==> config.mk <==
export PLATFORM = sky130hd
export DESIGN_NAME = ex_muldiv_ctrl
export DESIGN_NICKNAME = d
export VERILOG_FILES = /design/src/rtl/ex_muldiv_ctrl.sv
export SDC_FILE = /design/constraint.sdc
export NUM_CORES = 1
export LEC_CHECK = 0
export ABC_AREA = 1
export BUFFER_PORTS_ARGS = -buffer_cell sky130_fd_sc_hd__buf_4
export CAP_MARGIN = 30
export CORE_UTILIZATION = 35
export CTS_BUF_LIST = sky130_fd_sc_hd__clkbuf_2 sky130_fd_sc_hd__clkbuf_4 sky130_fd_sc_hd__clkbuf_8
export DETAILED_ROUTE_END_ITERATION = 12
export HOLD_SLACK_MARGIN = 0.08
export PLACE_DENSITY = 0.51
export SLEW_MARGIN = 20
export SYNTH_ARGS = -nofsm -noshare
export SYNTH_HDL_FRONTEND = slang
export SYNTH_SLANG_ARGS = --single-unit
==> constraint.sdc <==
create_clock -name i_clk -period 3.4 [get_ports i_clk]
set_input_delay 1.02 -clock i_clk [delete_from_list [all_inputs] [get_ports i_clk]]
set_output_delay 1.02 -clock i_clk [all_outputs]
set_load 0.005 [all_outputs]
==> src/rtl/ex_muldiv_ctrl.sv <==
// ex_muldiv_ctrl -- multi-cycle multiply/divide sequencer for the execute stage.
//
// Owns the architectural HI/LO registers. MULT/MULTU run as a LEN-step
// shift-add on operand magnitudes and DIV/DIVU as a LEN-step restoring
// divide; a final FIX cycle applies the result signs and commits HI/LO.
// MTHI/MTLO write HI/LO in a single cycle without stalling.
// All state updates happen on the falling edge of i_clk, like the pipeline
// latches. i_rst is synchronous and active-low.
//
// Optional build macro:
//   MULDIV_EARLY_EXIT_EN - MUL leaves the iterate phase as soon as the
//                          remaining multiplier bits are all zero.
//
// Ports:
//   i_clk          clock (falling-edge active)
//   i_rst          synchronous active-low reset
//   i_start        EX holds a mul/div/mthi/mtlo instruction
//   i_op           000 MULTU, 001 MULT, 010 DIVU, 011 DIV, 100 MTHI, 101 MTLO
//   i_dato_a       rs operand (forwarded)
//   i_dato_b       rt operand (forwarded)
//   i_flush        abort an in-flight operation
//   o_stall        freeze PC, IF/ID and ID/EX (combinational)
//   o_busy         sequencer not idle
//   o_done         one-cycle pulse when HI/LO committed
//   o_div_by_zero  pulses with o_done for a divide by zero
//   o_hi, o_lo     architectural HI/LO
module ex_muldiv_ctrl #(
    parameter int LEN      = 32,
    parameter int NB_OP    = 3,
    parameter int NB_COUNT = 6
) (
    input  logic              i_clk,
    input  logic              i_rst,
    input  logic              i_start,
    input  logic [NB_OP-1:0]  i_op,
    input  logic [LEN-1:0]    i_dato_a,
    input  logic [LEN-1:0]    i_dato_b,
    input  logic              i_flush,
    output logic              o_stall,
    output logic              o_busy,
    output logic              o_done,
    output logic              o_div_by_zero,
    output logic [LEN-1:0]    o_hi,
    output logic [LEN-1:0]    o_lo
);

    localparam int LEN2 = 2 * LEN;

    localparam logic [NB_OP-1:0]    OP_MULTU = NB_OP'(3'd0);
    localparam logic [NB_OP-1:0]    OP_MULT  = NB_OP'(3'd1);
    localparam logic [NB_OP-1:0]    OP_DIVU  = NB_OP'(3'd2);
    localparam logic [NB_OP-1:0]    OP_DIV   = NB_OP'(3'd3);
    localparam logic [NB_OP-1:0]    OP_MTHI  = NB_OP'(3'd4);
    localparam logic [NB_OP-1:0]    OP_MTLO  = NB_OP'(3'd5);
    localparam logic [NB_COUNT-1:0] CNT_LAST = NB_COUNT'(LEN - 1);

    typedef enum logic [2:0] {
        ST_IDLE = 3'd0,
        ST_MUL  = 3'd1,
        ST_DIV  = 3'd2,
        ST_FIX  = 3'd3,
        ST_DONE = 3'd4
    } state_t;

    // Two's-complement negate helpers
    function automatic logic [LEN-1:0] neg_word(input logic [LEN-1:0] v);
        return ~v + LEN'(1'b1);
    endfunction

    function automatic logic [LEN2-1:0] neg_wide(input logic [LEN2-1:0] v);
        return ~v + LEN2'(1'b1);
    endfunction

    state_t              state_r;
    state_t              next_s;
    logic                stall_s;
    logic                busy_r;
    logic                done_r;
    logic                dz_r;
    logic [NB_COUNT-1:0] cnt_r;
    logic [LEN2-1:0]     acc_r;      // product accumulator
    logic [LEN2-1:0]     mcand_r;    // multiplicand, shifted left each step
    logic [LEN-1:0]      mplier_r;   // multiplier, shifted right each step
    logic [LEN-1:0]      rem_r;      // partial remainder
    logic [LEN-1:0]      quo_r;      // dividend bits shift out, quotient bits shift in
    logic [LEN-1:0]      dvsr_r;
    logic                neg_p_r;    // negate product / quotient
    logic                neg_r_r;    // negate remainder
    logic                is_div_r;
    logic [LEN-1:0]      hi_r;
    logic [LEN-1:0]      lo_r;

    // Operation decode and operand magnitudes
    logic            is_mul_s;
    logic            is_div_s;
    logic            is_signed_s;
    logic            a_neg_s;
    logic            b_neg_s;
    logic            b_zero_s;
    logic [LEN-1:0]  a_mag_s;
    logic [LEN-1:0]  b_mag_s;

    assign is_mul_s    = (i_op == OP_MULTU) || (i_op == OP_MULT);
    assign is_div_s    = (i_op == OP_DIVU) || (i_op == OP_DIV);
    assign is_signed_s = (i_op == OP_MULT) || (i_op == OP_DIV);
    assign a_neg_s     = is_signed_s & i_dato_a[LEN-1];
    assign b_neg_s     = is_signed_s & i_dato_b[LEN-1];
    assign b_zero_s    = (i_dato_b == {LEN{1'b0}});
    assign a_mag_s     = a_neg_s ? neg_word(i_dato_a) : i_dato_a;
    assign b_mag_s     = b_neg_s ? neg_word(i_dato_b) : i_dato_b;

    // Iteration datapath
    logic [LEN2-1:0] mul_sum_s;
    logic            mul_last_s;
    logic            div_last_s;
    logic [LEN:0]    div_shift_s;
    logic [LEN:0]    div_trial_s;
    logic [LEN2-1:0] prod_fix_s;
    logic [LEN-1:0]  quo_fix_s;
    logic [LEN-1:0]  rem_fix_s;

    assign mul_sum_s   = acc_r + (mplier_r[0] ? mcand_r : {LEN2{1'b0}});
`ifdef MULDIV_EARLY_EXIT_EN
    // Stop once the multiplier bits still to be consumed are all zero.
    assign mul_last_s  = (cnt_r == CNT_LAST) || (mplier_r[LEN-1:1] == {(LEN-1){1'b0}});
`else
    assign mul_last_s  = (cnt_r == CNT_LAST);
`endif
    assign div_last_s  = (cnt_r == CNT_LAST);
    // Partial remainder stays below the divisor, so one extra bit is enough
    // for the trial subtraction; its MSB set means the trial went negative.
    assign div_shift_s = {rem_r, quo_r[LEN-1]};
    assign div_trial_s = div_shift_s - {1'b0, dvsr_r};
    assign prod_fix_s  = neg_p_r ? neg_wide(acc_r) : acc_r;
    assign quo_fix_s   = neg_p_r ? neg_word(quo_r) : quo_r;
    assign rem_fix_s   = neg_r_r ? neg_word(rem_r) : rem_r;

    // Next-state and stall decode
    always_comb begin
        next_s  = state_r;
        stall_s = 1'b0;
        case (state_r)
            ST_IDLE: begin
                if (i_start && is_mul_s) begin
                    stall_s = 1'b1;
                    next_s  = ST_MUL;
                end else if (i_start && is_div_s) begin
                    stall_s = 1'b1;
                    if (b_zero_s) begin
                        next_s = ST_DONE;
                    end else begin
                        next_s = ST_DIV;
                    end
                end else begin
                    next_s = ST_IDLE;
                end
            end
            ST_MUL: begin
                stall_s = 1'b1;
                if (i_flush) begin
                    next_s = ST_IDLE;
                end else if (mul_last_s) begin
                    next_s = ST_FIX;
                end else begin
                    next_s = ST_MUL;
                end
            end
            ST_DIV: begin
                stall_s = 1'b1;
                if (i_flush) begin
                    next_s = ST_IDLE;
                end else if (div_last_s) begin
                    next_s = ST_FIX;
                end else begin
                    next_s = ST_DIV;
                end
            end
            ST_FIX: begin
                stall_s = 1'b1;
                if (i_flush) begin
                    next_s = ST_IDLE;
                end else begin
                    next_s = ST_DONE;
                end
            end
            ST_DONE: begin
                next_s = ST_IDLE;
            end
            default: begin
                next_s = ST_IDLE;
            end
        endcase
    end

    // State register and registered status flags
    always_ff @(negedge i_clk) begin
        if (!i_rst) begin
            state_r <= ST_IDLE;
            busy_r  <= 1'b0;
            done_r  <= 1'b0;
            dz_r    <= 1'b0;
        end else begin
            state_r <= next_s;
            busy_r  <= (next_s != ST_IDLE);
            done_r  <= (next_s == ST_DONE);
            dz_r    <= (state_r == ST_IDLE) && i_start && is_div_s && b_zero_s;
        end
    end

    // Operand latching, iteration steps and HI/LO commit
    always_ff @(negedge i_clk) begin
        if (!i_rst) begin
            cnt_r    <= {NB_COUNT{1'b0}};
            acc_r    <= {LEN2{1'b0}};
            mcand_r  <= {LEN2{1'b0}};
            mplier_r <= {LEN{1'b0}};
            rem_r    <= {LEN{1'b0}};
            quo_r    <= {LEN{1'b0}};
            dvsr_r   <= {LEN{1'b0}};
            neg_p_r  <= 1'b0;
            neg_r_r  <= 1'b0;
            is_div_r <= 1'b0;
            hi_r     <= {LEN{1'b0}};
            lo_r     <= {LEN{1'b0}};
        end else begin
            case (state_r)
                ST_IDLE: begin
                    if (i_start) begin
                        cnt_r    <= {NB_COUNT{1'b0}};
                        acc_r    <= {LEN2{1'b0}};
                        mcand_r  <= {{LEN{1'b0}}, a_mag_s};
                        mplier_r <= b_mag_s;
                        rem_r    <= {LEN{1'b0}};
                        quo_r    <= a_mag_s;
                        dvsr_r   <= b_mag_s;
                        neg_p_r  <= a_neg_s ^ b_neg_s;
                        neg_r_r  <= a_neg_s;
                        is_div_r <= is_div_s;
                        if (i_op == OP_MTHI) begin
                            hi_r <= i_dato_a;
                        end
                        if (i_op == OP_MTLO) begin
                            lo_r <= i_dato_a;
                        end
                    end
                end
                ST_MUL: begin
                    acc_r    <= mul_sum_s;
                    mcand_r  <= mcand_r << 1;
                    mplier_r <= mplier_r >> 1;
                    cnt_r    <= cnt_r + NB_COUNT'(1'b1);
                end
                ST_DIV: begin
                    rem_r <= div_trial_s[LEN] ? div_shift_s[LEN-1:0] : div_trial_s[LEN-1:0];
                    quo_r <= {quo_r[LEN-2:0], ~div_trial_s[LEN]};
                    cnt_r <= cnt_r + NB_COUNT'(1'b1);
                end
                ST_FIX: begin
                    // A flush arriving with FIX wins: nothing is committed.
                    if (!i_flush) begin
                        if (is_div_r) begin
                            hi_r <= rem_fix_s;
                            lo_r <= quo_fix_s;
                        end else begin
                            hi_r <= prod_fix_s[LEN2-1:LEN];
                            lo_r <= prod_fix_s[LEN-1:0];
                        end
                    end
                end
                ST_DONE: begin
                    cnt_r <= {NB_COUNT{1'b0}};
                end
                default: begin
                    cnt_r <= {NB_COUNT{1'b0}};
                end
            endcase
        end
    end

    assign o_stall       = stall_s;
    assign o_busy        = busy_r;
    assign o_done        = done_r;
    assign o_div_by_zero = dz_r;
    assign o_hi          = hi_r;
    assign o_lo          = lo_r;

endmodule
==> results of run 1 <==
-- worst max-delay path: stages (launching register included) --
cell	delay, ns
dfxtp_2	0.34
nor2_4	0.05
a21oi_4	0.20
buf_6	0.13
-- cell families after synthesis --
family | after synthesis | share of synthesized area
compound gates | 793 | 0.1521
xor+xnor | 38 | 0.01176
fa+ha+maj | 103 | 0.04608
buf+inv | 994 | 0.1351
flops | 335 | 0.2370
simple gates | 2850 | 0.4179
-- per-layer routing --
metal  share of wire  up-vias  wire length [µm]
met3           0.051      248              6170
met2            0.46      972             56190
met1            0.44    15780             53150
met5               0        -                 0
met4           0.047        0              5733
li1                -    17540                 -
-- cell type report --
| class | instances | area, µm² | share of cell area |
|---|---|---|---|
| Multi-Input combinational cell | 3784 | 18910 | 0.5070 |
| Sequential cell | 335 | 6804 | 0.1825 |
| Timing Repair Buffer | 455 | 4293 | 0.1151 |
| Inverter | 825 | 3224 | 0.08646 |
| Clock inverter | 391 | 1757 | 0.04711 |
| Tap cell | 1050 | 1314 | 0.03523 |
| Clock buffer | 72 | 991.0 | 0.02657 |
| Antenna cell | 1 | 2.502 | 0.00006710 |
-- stage by stage --
stage,util,TNS [ns],setup WS [ns]
floorplan,-,-68.25,-0.6863
global placement,0.4130,-210.14,-0.9427
detailed placement,0.4130,-213.98,-0.9633
CTS,0.4589,-37.66,-0.7269
global route,0.4690,-50.29,-0.7661
finish,0.4690,-40.81,-0.7047
-- flip-flops by register name, indices dropped and copies added, names as in the netlist, 3 cells and up --
| register | count |
|---|---|
| quo_r | 32 |
| cnt_r | 6 |
| dvsr_r | 32 |
| rem_r | 32 |
| o_hi | 32 |
| o_lo | 32 |
| mcand_r | 64 |
| state_r | 3 |
| acc_r | 64 |
| mplier_r | 32 |
-- power groups by stage --
stage	Sequential (mW)	Combinational (mW)	Clock, mW
2_1_floorplan	4.29	1.31	0.596
3_3_place_gp	4.37	2.19	0.596
4_1_cts	4.34	2.29	6.60
6_report	4.34	2.41	6.41
3_5_place_dp	4.36	2.19	0.596
5_1_grt	4.34	2.62	7.08
-- path summary, 6_finish.rpt --
check                                  start           end  cells after the start
worst max-delay path              state_r[0]       o_stall                      3
worst min-delay path            mplier_r[25]  mplier_r[24]                      2
worst max register to register   mplier_r[0]     acc_r[62]                     16
worst min register to register  mplier_r[25]  mplier_r[24]                      2
-- cells in the final DEF, fill, tap and decap left out, types with 26 or more instances in the layout --
cell type  instances
clkbuf_8          72
dfxtp_1          263
ha_1              99
nand3_1          355
buf_12            37
nor3_1            37
nand2_2           79
buf_4            316
o21ai_0          121
dfxtp_2           69
o21ai_1          114
inv_2             28
o21ai_2           30
inv_1           1138
nor2_1           466
nand3_2           36
a31oi_1           58
nand4_1           26
a21oi_1          335
nand3b_1          27
a21oi_2           65
nand2_1         1704
buf_6             99
-- timing repair --
| action | 4_1_cts | 5_1_grt |
|---|---|---|
| pin swaps | 66 | 105 |
| setup buffers | 22 | 29 |
| hold endpoints to repair | 0 | 0 |
| setup endpoints to repair | 188 | 191 |
| cloned | 0 | 2 |
| gates resized for setup | 254 | 152 |
==> reports/metrics.csv, run 1 <==
metric,value,unit
status,"finished, violations left",
failing checks,negative setup slack,
met1 Use GR,0.3577,
clock sink count,335,
clock share of power,0.487,
synth unique cells,53,
post-synth top area cell,dfxtp_1,
final worst slack,-0.7047,ns
r2r setup slk,0.46,ns
Die Ht,286.3,µm
Via density,4.996,
Layout fillers,8733,
CP startpoint kind,flip-flop,
max-slew violation count,0,
"Clk Latency, worst-skew pair",0.71,ns
Net Sw Power,4.844,mW
ys flop type,dfxtp_1,
initial DRC count,2323,
"Seq/Total Area, Yosys",0.2370,
CP Data Arrival Time,3.08,ns
relative slew slack,0.3835,
Commonest cells post-synth,"1772 x nand2_1, 798 x inv_1, 485 x nor2_1, 386 x nand3_1, 378 x a21oi_1",
TritonCTS Buffers,70,
GPL Wtd Cong,0.9494,
H-tree levels,3,
Final Instance Area,0.03729,mm²
largest net degree at the start of global routing,107,
die area,0.08198,mm²
Max Root-Sink Buffers,3,
cell internal pwr,8.310,mW
Die Width,286.3,µm
final setup fails,182,
Least-Margin Pin Slew,0.9237,ns
Initial Utilization,0.3558,
GRT busiest layer,met2,
WS Path Type,flip-flop to primary output,
post-synthesis async set-or-reset flop share,0,
Core Box Area,0.07952,mm²
max-cap violations,0,
Worst Setup End Kind,primary output,
"flops & latches, synth",335,
initial antenna violation count,1,
Sw Ratio,0.3683,
post-synth top area share,0.2370,
main area contributors after synthesis,"dfxtp_1 24%, nand2_1 24%, inv_1 11%, nand3_1 6.8%, a21oi_1 6.7%",
Post-Synthesis Cell Area,0.02829,mm²
vias in the first global route,33250,
number of top-level pins,139,
# port buffers,138,
Root Buffer,clkbuf_8,
first-pass GRT wire length,184200,µm
gr usage total,0.2891,
"Area growth, synth to finish",31.80,%
DRC viols,0,
Fin Clk Skew,0.06752,ns
cell with the most instances after synthesis,nand2_1,
worst hold margin,0.4572,ns
Max IR drop VDD,0.4124,mV
syn avg cell area,5.534,µm²
P_leak,20.10,nW
synth warn,0,
PnR Total Power,13.15,mW
Mapped Nets,5287,
Comb power frac,0.183,
required time worst endpoint,2.38,ns
Routed Antenna Nets,0,
Placed Area,0.03284,mm²
met2 Usage GRT,0.4765,
grt met3 use,0.05541,
Post-synth EDFFs,0,
Routed WL per cell,17.54,µm
CTS tree,yes,
Vias,34540,
worst min path class,flip-flop to flip-flop,
Nets,5980,
Syn Inst Count,5113,
Layout Cells excl Fill,6913,
ratio of cells with drive above 1 in the final layout,0.1718,
Sequential Power Share,0.330,
Max Fanout on Critical Path,2,
clk slew on worst S/H paths,0.04,ns
hold buffer count at CTS,0,
placed cell count,6405,
"Hold Vio Cnt, Final",0,
unrepaired setup endpoints after global routing,true,
PD cells,352.7,mW/mm²
WL final,121200,µm
# rows,103,
DR pass1 iterations,7,
grt total ovfl,0,
DP Wirelength,95250,µm
(Power assumes the default switching activity.)
==> run 2, diff against run 1 <==
CORE_UTILIZATION = 65   (was 35)
PLACE_DENSITY = 0.85   (was 0.51)
==> run 2 against run 1 <==
The flow now stops in global routing; synthesized cell count unchanged; synthesized area stayed put.
==> reports/metrics.csv, run 2 <==
metric,value,unit
Commonest cells post-synth,"1772 x nand2_1, 798 x inv_1, 485 x nor2_1, 386 x nand3_1, 378 x a21oi_1",
gr usage total,0.7745,
Syn Inst Count,5113,
cell with the most instances after synthesis,nand2_1,
main area contributors after synthesis,"dfxtp_1 24%, nand2_1 24%, inv_1 11%, nand3_1 6.8%, a21oi_1 6.7%",
Root Buffer,clkbuf_8,
Post-synth EDFFs,0,
largest net degree at the start of global routing,125,
H-tree levels,3,
synth unique cells,53,
grt total ovfl,411,
# port buffers,138,
ys flop type,dfxtp_1,
TritonCTS Buffers,67,
status,did not finish,
Mapped Nets,5287,
Max Root-Sink Buffers,3,
post-synth top area cell,dfxtp_1,
"flops & latches, synth",335,
number of top-level pins,139,
"Seq/Total Area, Yosys",0.2370,
DP Wirelength,84370,µm
post-synth top area share,0.2370,
# rows,76,
Placed Area,0.03191,mm²
GPL Wtd Cong,1.080,
syn avg cell area,5.534,µm²
Die Ht,210.6,µm
Place WS,-0.9615,ns
Initial Utilization,0.6583,
clock sink count,335,
Stopped at,global routing,
post-synthesis async set-or-reset flop share,0,
synth warn,0,
Post-Synthesis Cell Area,0.02829,mm²
hold buffer count at CTS,0,
Die Width,210.6,µm
Error,[ERROR GRT-0232] Routing congestion too high. Check the congestion heatmap in the GUI.,
-- run 2: cell counts after synthesis --
No cell type changed its count.
-- run 2: metrics by stage --
| stage | cells | hold WS (ns) |
|---|---|---|
| after floorplan | 5113 | 0.4363 |
| after global placement | 5898 | 0.4504 |
| after detailed placement | 5898 | 0.4577 |
| after CTS | 6379 | 0.4648 |
-- run 2: kinds of logic after synthesis --
family                   Yosys count  share of synthesized area
XOR/XNOR                          38                    0.01176
flip-flops                       335                     0.2370
AND/OR/NAND/NOR                 2850                     0.4179
buffers and inverters            994                     0.1351
adder cells (fa/ha/maj)          103                    0.04608
AO/OA/AOI/OAI                    793                     0.1521
-- run 2: layer usage --
metal  overflow  global-route usage
met5          4              0.4038
met4        115              0.7464
met3         20              0.6004
met2        258              0.9220
met1         14              0.8043
-- run 2: what timing repair did --
action / CTS
endpoints found under the setup margin: 186
gates resized for setup: 263
buffers inserted: 37
pin swaps: 74
==> run 3, diff against run 2 <==
CORE_UTILIZATION = 40   (was 65)
CTS_BUF_LIST = unset   (was sky130_fd_sc_hd__clkbuf_2 sky130_fd_sc_hd__clkbuf_4 sky130_fd_sc_hd__clkbuf_8)
HOLD_SLACK_MARGIN = unset   (was 0.08)
PLACE_DENSITY = unset   (was 0.85)
PLACE_DENSITY_LB_ADDON = 0.15   (was unset)
==> run 3 against run 2 <==
The flow now finishes, with violations (negative setup slack).
==> reports/metrics.csv, run 3 (same netlist as run 1, synthesis figures left out) <==
metric,value,unit
Core Box Area,0.07003,mm²
CTS tree,yes,
Initial Utilization,0.4040,
Max IR drop VDD,0.3689,mV
Vias,34600,
max-cap violations,0,
WP buf/inv,1,
Layout Cells excl Fill,6742,
"most common cell after layout, fill and taps aside",nand2_1,
Nets,5941,
Root Buffer,clkbuf_16,
Worst Setup End Kind,primary output,
H-tree levels,2,
gr usage total,0.3164,
first-pass GRT wire length,176600,µm
"Area growth, synth to finish",32.53,%
initial antenna violation count,3,
Routed WL per cell,17.34,µm
"Clk Latency, worst-skew pair",0.66,ns
"commonest cells after routing, fill and taps aside","1710 x nand2_1, 1118 x inv_1, 451 x nor2_1, 350 x nand3_1, 335 x a21oi_1",
number of top-level pins,139,
met2 WL post-DR,53600,µm
largest net degree at the start of global routing,125,
DP Wirelength,90070,µm
status,"finished, violations left",
ratio of cells with drive above 1 in the final layout,0.1705,
WL final,116900,µm
Least-Margin Pin Slew,0.9545,ns
unrepaired setup endpoints after global routing,true,
DR pass1 iterations,6,
DRC viols,0,
Top Family by Delay on Critical Path,flip-flops,
Final Instance Area,0.03750,mm²
failing checks,negative setup slack,
ant diodes,0,
Final Util,0.5355,
placed cell count,6281,
hold buffer count at CTS,0,
Place WS,-0.9972,ns
initial DRC count,2734,
P_leak,20.07,nW
Routed Antenna Nets,0,
final worst slack,-0.6680,ns
WS Path Type,flip-flop to primary output,
PD cells,364.5,mW/mm²
# rows,97,
CP max stage cell,dfxtp_2,
Regs by FF count,"acc_r x64, mcand_r x64",
die area,0.07180,mm²
clk slew on worst S/H paths,0.04,ns
vias in the first global route,32940,
Fin Clk Skew,0.03690,ns
CP startpoint kind,flip-flop,
Max Root-Sink Buffers,3,
GPL Wtd Cong,0.9544,
Die Width,268.0,µm
TritonCTS Buffers,45,
Placed Area,0.03266,mm²
# port buffers,138,
relative slew slack,0.3630,
final setup fails,185,
required time worst endpoint,2.38,ns
clock sink count,335,
Die Ht,268.0,µm
worst min path class,flip-flop to flip-flop,
Max Fanout on Critical Path,2,
"Hold Vio Cnt, Final",0,
max layer used,met5,
Sum Neg Setup Slack,-42.09,ns
max-slew violation count,0,
CP Data Arrival Time,3.05,ns
DRT met1 WL,49480,µm
grt total ovfl,0,
met3 wire len,6861,µm
worst-path cell chain,nor2_4 > a21oi_4 > buf_6,
Via density,5.131,
critical path's largest stage delay,0.34,ns
==> run 3: worst paths after layout <==
check | start | end | slack [ns] | cells past startpoint
worst max-delay path | state_r[1] | o_stall | -0.67 | 3
worst min-delay path | dvsr_r[11] | dvsr_r[11] | 0.46 | 2
worst max register to register | quo_r[31] | rem_r[30] | 0.42 | 17
worst min register to register | dvsr_r[11] | dvsr_r[11] | 0.46 | 2
==> run 3: layout make-up <==
| class | count | area (µm²) |
|---|---|---|
| repair buffers | 441 | 4377 |
| clock inverters | 372 | 1742 |
| well taps | 940 | 1176 |
| clock buffers | 45 | 1126 |
| flip-flops and latches | 335 | 6804 |
| multi-input cells | 3784 | 19030 |
| fillers | 7428 | 32530 |
| inverters | 825 | 3248 |
==> run 3: through the flow <==
step           power (mW)  hold slack [ns]
2_1_floorplan       6.194           0.4363
3_3_place_gp        7.114           0.4537
3_5_place_dp        7.120           0.4553
4_1_cts             13.65           0.4608
5_1_grt             14.45           0.4730
6_report            13.67           0.4610
==> run 3: layer usage <==
metal	GRT usage	vias to the layer above
met1	0.3849	15670
li1	-	17440
met3	0.05425	291
met5	0	-
met4	0.1940	4
met2	0.5202	1190
==> run 3: power by group <==
group | leakage (nW) | total, mW | switching (mW) | internal (mW)
sequential | 2.76 | 4.34 | 0.186 | 4.16
clock | 2.58 | 6.89 | 3.21 | 3.68
combinational | 14.7 | 2.44 | 1.47 | 0.970
total | 20.1 | 13.7 | 4.87 | 8.80
==> run 3: tightest hold or removal path, stage by stage, from the launching register on <==
cell and delay, ns:
dfxtp_1 0.30, nand2_1 0.07, a21oi_2 0.04
==> run 3: what timing repair did <==
action	CTS	global route
cloned	3	3
setup endpoints to repair	203	214
resized for setup	279	161
pin swaps	98	113
buffers inserted	26	24
